**src/rtl/uart_pkg.sv**
```systemverilog
// uart_pkg: state encoding and baud arithmetic shared by the UART receiver and its bench models.
package uart_pkg;
    typedef enum logic [2:0] {IDLE, START, DATA, PARITY, STOP, BREAK} state_t;

    function automatic int baud_width(input int clock_speed, input int baud_rate);
        return clock_speed / baud_rate;
    endfunction
endpackage

```
**src/rtl/uart_rx_if.sv**
```systemverilog
// uart_rx_if: serial line in, parallel byte and status strobes out.
interface uart_rx_if;
    logic       rx;
    logic [7:0] data;
    logic       rx_valid;
    logic       frame_err;
    logic       parity_err;
    logic       rx_busy;

    modport master (input rx, output data, rx_valid, frame_err, parity_err, rx_busy);
    modport slave (output rx, input data, rx_valid, frame_err, parity_err, rx_busy);
endinterface

```
**src/rtl/uart_sync2.sv**
```systemverilog
// uart_sync2: two-flop synchroniser for an idle-high asynchronous line; flops reset to 1.
module uart_sync2 (
    input  logic clk,
    input  logic rst,
    input  logic i_d,
    output logic o_q
);
    logic [1:0] r_sync;

    always_ff @(posedge clk) begin
        if (rst) r_sync <= 2'b11;
        else r_sync <= {r_sync[0], i_d};
    end

    assign o_q = r_sync[1];
endmodule

```
**src/rtl/uart_rx.sv**
```systemverilog
// uart_rx: 8N1 UART receiver, mid-bit sampling, framing-error and break detection.
// Define UART_RX_PARITY_EN to expect an even-parity bit between D7 and the stop bit.
module uart_rx
    import uart_pkg::*;
#(
    parameter int BAUD_RATE   = 115_200,
    parameter int CLOCK_SPEED = 50_000_000
) (
    input logic       clk,
    input logic       rst,
    uart_rx_if.master bus
);
    localparam int BAUD_WIDTH = baud_width(CLOCK_SPEED, BAUD_RATE);
    localparam logic [8:0] TICK = 9'(BAUD_WIDTH - 1);
    localparam logic [8:0] HALF_M1 = 9'(BAUD_WIDTH / 2 - 1);

    state_t     r_state;
    logic [8:0] r_cnt;
    logic [2:0] r_idx;
    logic [7:0] r_shreg;
    logic [7:0] r_data;
    logic       r_valid;
    logic       r_ferr;
    logic       r_perr;
    logic       r_busy;
    logic       w_rx_s;
    logic       w_tick;
    logic       w_par_bad;

    uart_sync2 u_sync (.clk(clk), .rst(rst), .i_d(bus.rx), .o_q(w_rx_s));

    assign w_tick = r_cnt == TICK;
`ifdef UART_RX_PARITY_EN
    logic r_par;
    assign w_par_bad = r_par != ^r_shreg;
`else
    assign w_par_bad = 1'b0;
`endif

    always_ff @(posedge clk) begin
        if (rst) begin
            r_state <= IDLE;
            r_cnt   <= '0;
            r_idx   <= '0;
            r_shreg <= '0;
            r_data  <= '0;
            r_valid <= 1'b0;
            r_ferr  <= 1'b0;
            r_perr  <= 1'b0;
            r_busy  <= 1'b0;
`ifdef UART_RX_PARITY_EN
            r_par   <= 1'b0;
`endif
        end else begin
            r_valid <= 1'b0;
            r_ferr  <= 1'b0;
            r_perr  <= 1'b0;
            r_cnt   <= w_tick ? '0 : r_cnt + 9'd1;
            case (r_state)
                IDLE: begin
                    r_cnt <= '0;
                    if (!w_rx_s) begin
                        r_state <= START;
                        r_busy  <= 1'b1;
                    end
                end
                // a start bit that is high again at its midpoint was only a glitch
                START: if (r_cnt == HALF_M1) begin
                    r_cnt   <= '0;
                    r_idx   <= '0;
                    r_state <= w_rx_s ? IDLE : DATA;
                    r_busy  <= !w_rx_s;
                end
                DATA: if (w_tick) begin
                    r_shreg[r_idx] <= w_rx_s;
                    r_idx <= r_idx + 3'd1;
`ifdef UART_RX_PARITY_EN
                    if (r_idx == 3'd7) r_state <= PARITY;
`else
                    if (r_idx == 3'd7) r_state <= STOP;
`endif
                end
`ifdef UART_RX_PARITY_EN
                PARITY: if (w_tick) begin
                    r_par   <= w_rx_s;
                    r_state <= STOP;
                end
`endif
                STOP: if (w_tick) begin
                    r_perr  <= w_par_bad;
                    r_valid <= w_rx_s;
                    r_ferr  <= !w_rx_s;
                    if (w_rx_s) r_data <= r_shreg;
                    r_state <= w_rx_s ? IDLE : BREAK;
                    r_busy  <= !w_rx_s;
                end
                BREAK: begin
                    r_cnt <= '0;
                    if (w_rx_s) begin
                        r_state <= IDLE;
                        r_busy  <= 1'b0;
                    end
                end
                default: r_state <= IDLE;
            endcase
        end
    end

    assign bus.data       = r_data;
    assign bus.rx_valid   = r_valid;
    assign bus.frame_err  = r_ferr;
    assign bus.parity_err = r_perr;
    assign bus.rx_busy    = r_busy;
endmodule

```
**src/flat_wrapper.sv**
```systemverilog
// flat-port wrapper written by rule: the top's interface ports become plain ports
module uart_rx_flat import uart_pkg::*;
#(
    parameter int BAUD_RATE   = 115_200,
    parameter int CLOCK_SPEED = 50_000_000
)
  (clk, rst, bus_rx, bus_data, bus_rx_valid, bus_frame_err, bus_parity_err, bus_rx_busy);
  uart_rx_if bus_i ();
  input logic clk;
  input logic rst;
  input wire logic [$bits(bus_i.rx)-1:0] bus_rx;
  output wire logic [$bits(bus_i.data)-1:0] bus_data;
  output wire logic [$bits(bus_i.rx_valid)-1:0] bus_rx_valid;
  output wire logic [$bits(bus_i.frame_err)-1:0] bus_frame_err;
  output wire logic [$bits(bus_i.parity_err)-1:0] bus_parity_err;
  output wire logic [$bits(bus_i.rx_busy)-1:0] bus_rx_busy;
  assign bus_i.rx = bus_rx;
  assign bus_data = bus_i.data;
  assign bus_rx_valid = bus_i.rx_valid;
  assign bus_frame_err = bus_i.frame_err;
  assign bus_parity_err = bus_i.parity_err;
  assign bus_rx_busy = bus_i.rx_busy;
  uart_rx #(.BAUD_RATE(BAUD_RATE), .CLOCK_SPEED(CLOCK_SPEED)) u_core (.clk(clk), .rst(rst), .bus(bus_i));
endmodule
```
**config.mk**
```make
export PLATFORM = sky130hd
export DESIGN_NAME = uart_rx_flat
export DESIGN_NICKNAME = d
export VERILOG_FILES = /design/src/rtl/uart_pkg.sv /design/src/rtl/uart_rx_if.sv /design/src/rtl/uart_sync2.sv /design/src/rtl/uart_rx.sv /design/src/flat_wrapper.sv
export SDC_FILE = /design/constraint.sdc
export NUM_CORES = 1
export LEC_CHECK = 0
export CAP_MARGIN = 20
export CORE_AREA = 2 2 70 72
export CTS_CLUSTER_SIZE = 25
export DETAILED_ROUTE_END_ITERATION = 8
export DIE_AREA = 0 0 72 74
export GPL_TIMING_DRIVEN = 0
export MAX_ROUTING_LAYER = met4
export SETUP_SLACK_MARGIN = 0.05
export SLEW_MARGIN = 20
export SYNTH_ARGS = -nofsm -noshare
export SYNTH_HDL_FRONTEND = slang
export SYNTH_HIERARCHICAL = 1
export SYNTH_SLANG_ARGS = --single-unit
```
**constraint.sdc**
```tcl
create_clock -name clk -period 3.25 [get_ports clk]
set_input_delay 0.325 -clock clk [delete_from_list [all_inputs] [get_ports clk]]
set_output_delay 0.325 -clock clk [all_outputs]
set_load 0.01 [all_outputs]
```
==> results.py <==
metrics = {
    "global_route": {
        "groute.usage.overall_pct": 15.3,
        "grt_max_degree": 13,
        "grt_pass1_wl_um": 6020,
        "antenna_found_initial": 0,
        "grt_overflow": 0,
        "first_global_vias": 1283,
    },
    "place": {
        "place.gp.congestion": 0.822,
        "io_buffers": 13,
        "dp_slack_ns": 1.26,
        "hpwlAfterDp_um": 2560,
    },
    "worst_setup_path": {
        "worstRegToRegCells": 5,
        "path_buf_inv": 0,
        "setup.worst_path.class": "flip-flop to flip-flop",
        "rr_startpoint": "u_core/r_cnt[0]$_SDFF_PP0_",
        "worstSetupStartpointType": "flip-flop",
        "endpoint": "u_core/bus.data[5]$_SDFFE_PP0P_",
        "arrival_ns": 2.15,
        "cp_slowest_stage_delay_ns": 0.72,
        "crit_chain": "ha_1 -> nand4bb_2 -> nor4_4 -> mux2i_1 -> nor2_1",
        "path_max_fanout": 8,
        "cpMaxStageDelayCell": "nor4_4",
        "worst-path-stages": 5,
        "r2r-end": "u_core/bus.data[5]$_SDFFE_PP0P_",
        "r2r_slack_ns": 1.27,
        "crit_path_end_kind": "flip-flop",
        "crit_family": "simple AND/OR/NAND/NOR gates",
        "crit_path_start": "u_core/r_cnt[0]$_SDFF_PP0_",
        "worstPathRequired_ns": 3.42,
    },
    "synth": {
        "synth.distinct_cells": 49,
        "synth_edf_count": 0,
        "yosys_warnings": 6,
        "syn-cell-area_mm2": 0.00183,
        "yosysSeqAreaShare_pct": 39.4,
        "syn_nets": 203,
        "synth_ff_type": "dfxtp_1",
        "ys_ff_latch": 36,
        "synthArstFlopShare_pct": 0,
        "syn_area_per_cell_um2": 9.38,
        "synth_cells": 195,
    },
    "timing": {
        "fmax_mhz": 506,
        "tightest_slew_ns": 0.744,
        "hold_viol_final": 0,
        "finalSetupViolCount": 0,
        "worst_slack_ns": 1.27,
        "slew_headroom_pct": 50.1,
        "finalCriticalPeriod_ns": 1.98,
        "fin_worst_skew_ns": 0.0109,
        "fin_crit_sh_pct": 60.8,
        "finalSetupTns_ns": 0,
        "slew_viol_final": 0,
        "grt_setup_unrepaired": "no",
        "hold-worst-slack_ns": 0.404,
    },
    "layout": {
        "area_delta_synth_final_pct": 15.6,
        "fillers": 461,
        "drive_gt1_share_pct": 11.6,
        "multi_input_area_mm2": 0.00103,
        "num-nets-final": 223,
        "antenna_cells": 0,
        "seqCellArea_um2": 721,
    },
    "min_path": {
        "hp-class": "flip-flop to flip-flop",
    },
    "cts": {
        "path_clk_slew_ns": 0.08,
        "cts_resized": 0,
        "holdBufCountCts": 0,
        "htreeDepth": 2,
        "clock_latency_ns": 0.29,
        "clock-sinks": 36,
        "tritoncts": "done",
        "numCtsBuffers": 5,
        "root_buffer": "clkbuf_8",
        "clockBufferDepth": 2,
        "cts_setup_buffers": 0,
    },
    "routing": {
        "wire_per_inst_um": 13.6,
        "viasPerCell": 5.36,
        "drt_iter0_drc": 98,
        "drtPass1Iterations": 5,
        "drc_errors": 0,
        "via_count": 1447,
        "final_antenna_net_count": 0,
        "drt-total-wl_um": 3670,
    },
    "floorplan": {
        "core-area_mm2": 0.00460,
        "fp-row-count": 25,
        "io_pins": 15,
        "dieArea_mm2": 0.00533,
        "fp.dieH_um": 74,
        "die_w_um": 72,
        "start_util_pct": 39.8,
    },
    "power": {
        "combPwrFrac_pct": 25.9,
        "switching_share_pct": 32.4,
        "seq_power_share_pct": 45.5,
        "intPower_w": 0.000738,
        "pwr-share-clk_pct": 28.6,
        "p_sw_w": 0.000353,
        "ir_worst_vdd_uv": 278,
        "powerDensity_mw_per_mm2": 516,
        "power_w": 0.00109,
        "p_leak_nw": 0.788,
    },
    "run_status": {
        "status": "completed",
    },
    "run": {
        "cap_violations": 0,
    },
}
power groups by stage:
stage          registers (W)  clock network (W)  logic (W)
2_1_floorplan       0.000502                  0   0.000212
3_3_place_gp        0.000507                  0   0.000280
3_5_place_dp        0.000506                  0   0.000276
4_1_cts             0.000496           0.000325   0.000279
5_1_grt             0.000503           0.000345   0.000307
6_report            0.000497           0.000312   0.000282
synth_stat cells (2+ instances only):
master	instances	area [um2]
a211o_1	4	35.0
a21oi_1	6	30.0
a311o_1	2	20.0
a31o_2	2	17.5
buf_2	2	10.0
buf_4	2	15.0
clkbuf_1	7	26.3
dfxtp_1	36	721
ha_1	5	62.6
inv_1	7	26.3
mux2i_1	16	160
nand2_1	5	18.8
nand2b_1	9	56.3
nand3_1	8	40.0
nand4_1	8	50.1
nor2_1	27	101
nor2b_1	3	18.8
nor3_1	3	15.0
o2111ai_1	3	26.3
o21ai_0	3	15.0
o22ai_1	2	12.5
or2_1	2	12.5
or3b_2	2	17.5
xnor2_1	5	43.8
xor2_1	2	17.5
per-layer routing:
| metal | vias up | share of wire (%) | track usage (%) |
|---|---|---|---|
| met5 | - | 0 | - |
| met4 | 0 | 1.6 | 6.50 |
| met3 | 6 | 4.3 | 4.20 |
| met2 | 29 | 46 | 23.4 |
| met1 | 670 | 49 | 19.2 |
| li1 | 742 | - | - |
state kept, by name (all words and copies together) (netlist names), 2 cells and up:
register / count
u_core/r_shreg: 8
u_core/u_sync/r_sync: 2
u_core/r_idx: 3
u_core/r_cnt: 9
u_core/bus.data: 8
u_core/r_state: 3
stage by stage:
| stage | cells | util, % | area [um2] |
|---|---|---|---|
| finish | 270 | 46.0 | 2110 |
| global route | 270 | 46.0 | 2110 |
| CTS | 270 | 46.0 | 2110 |
| detailed placement | 262 | 44.1 | 2030 |
| global placement | 262 | 44.1 | 2030 |
| floorplan | 195 | - | 1830 |
cell families after synthesis:
group,count (synthesis),share of synthesized area [%]
AO/OA/AOI/OAI,28,12.1
XOR/XNOR,7,3.35
adder cells (fa/ha/maj),5,3.42
buffers and inverters,18,4.24
flip-flops,36,39.4
multiplexers,16,8.75
other,1,0.205
AND/OR/NAND/NOR,84,28.5
worst min-delay path by stage:
stage | startpoint | endpoint | slack, ns | cells after the start
floorplan | u_core/u_sync/r_sync[0]$_SDFF_PP1_ | u_core/u_sync/r_sync[1]$_SDFF_PP1_ | 0.38 | 1
global placement | u_core/u_sync/r_sync[0]$_SDFF_PP1_ | u_core/u_sync/r_sync[1]$_SDFF_PP1_ | 0.39 | 1
detailed placement | u_core/u_sync/r_sync[0]$_SDFF_PP1_ | u_core/u_sync/r_sync[1]$_SDFF_PP1_ | 0.39 | 1
CTS | u_core/u_sync/r_sync[0]$_SDFF_PP1_ | u_core/u_sync/r_sync[1]$_SDFF_PP1_ | 0.41 | 1
global route | u_core/u_sync/r_sync[0]$_SDFF_PP1_ | u_core/u_sync/r_sync[1]$_SDFF_PP1_ | 0.44 | 1
finish | u_core/u_sync/r_sync[0]$_SDFF_PP1_ | u_core/u_sync/r_sync[1]$_SDFF_PP1_ | 0.40 | 1
placed cells by master (no fill, tap or decap), types with 3 or more instances in the layout:
| cell | count |
|---|---|
| dfxtp_1 | 36 |
| nor2b_1 | 3 |
| nand2b_1 | 9 |
| nand4_1 | 8 |
| nand2_1 | 5 |
| o2111ai_1 | 3 |
| nor2_1 | 27 |
| o21ai_0 | 3 |
| nor3_1 | 3 |
| mux2i_1 | 16 |
| inv_1 | 7 |
| a211o_1 | 4 |
| clkbuf_1 | 7 |
| xnor2_1 | 5 |
| clkbuf_8 | 5 |
| clkdlybuf4s50_1 | 13 |
| nand3_1 | 8 |
| a21oi_1 | 6 |
| ha_1 | 5 |
layout make-up:
class                      instances  area share [%]
sequential                        36            34.1
tap                               54            3.20
multi-input combinational        141            48.8
buffer                            11            2.43
timing repair buffer              13            6.15
clock inverter                     3           0.888
clock buffer                       5            3.25
inverter                           7            1.24
(Power assumes the default switching activity.)
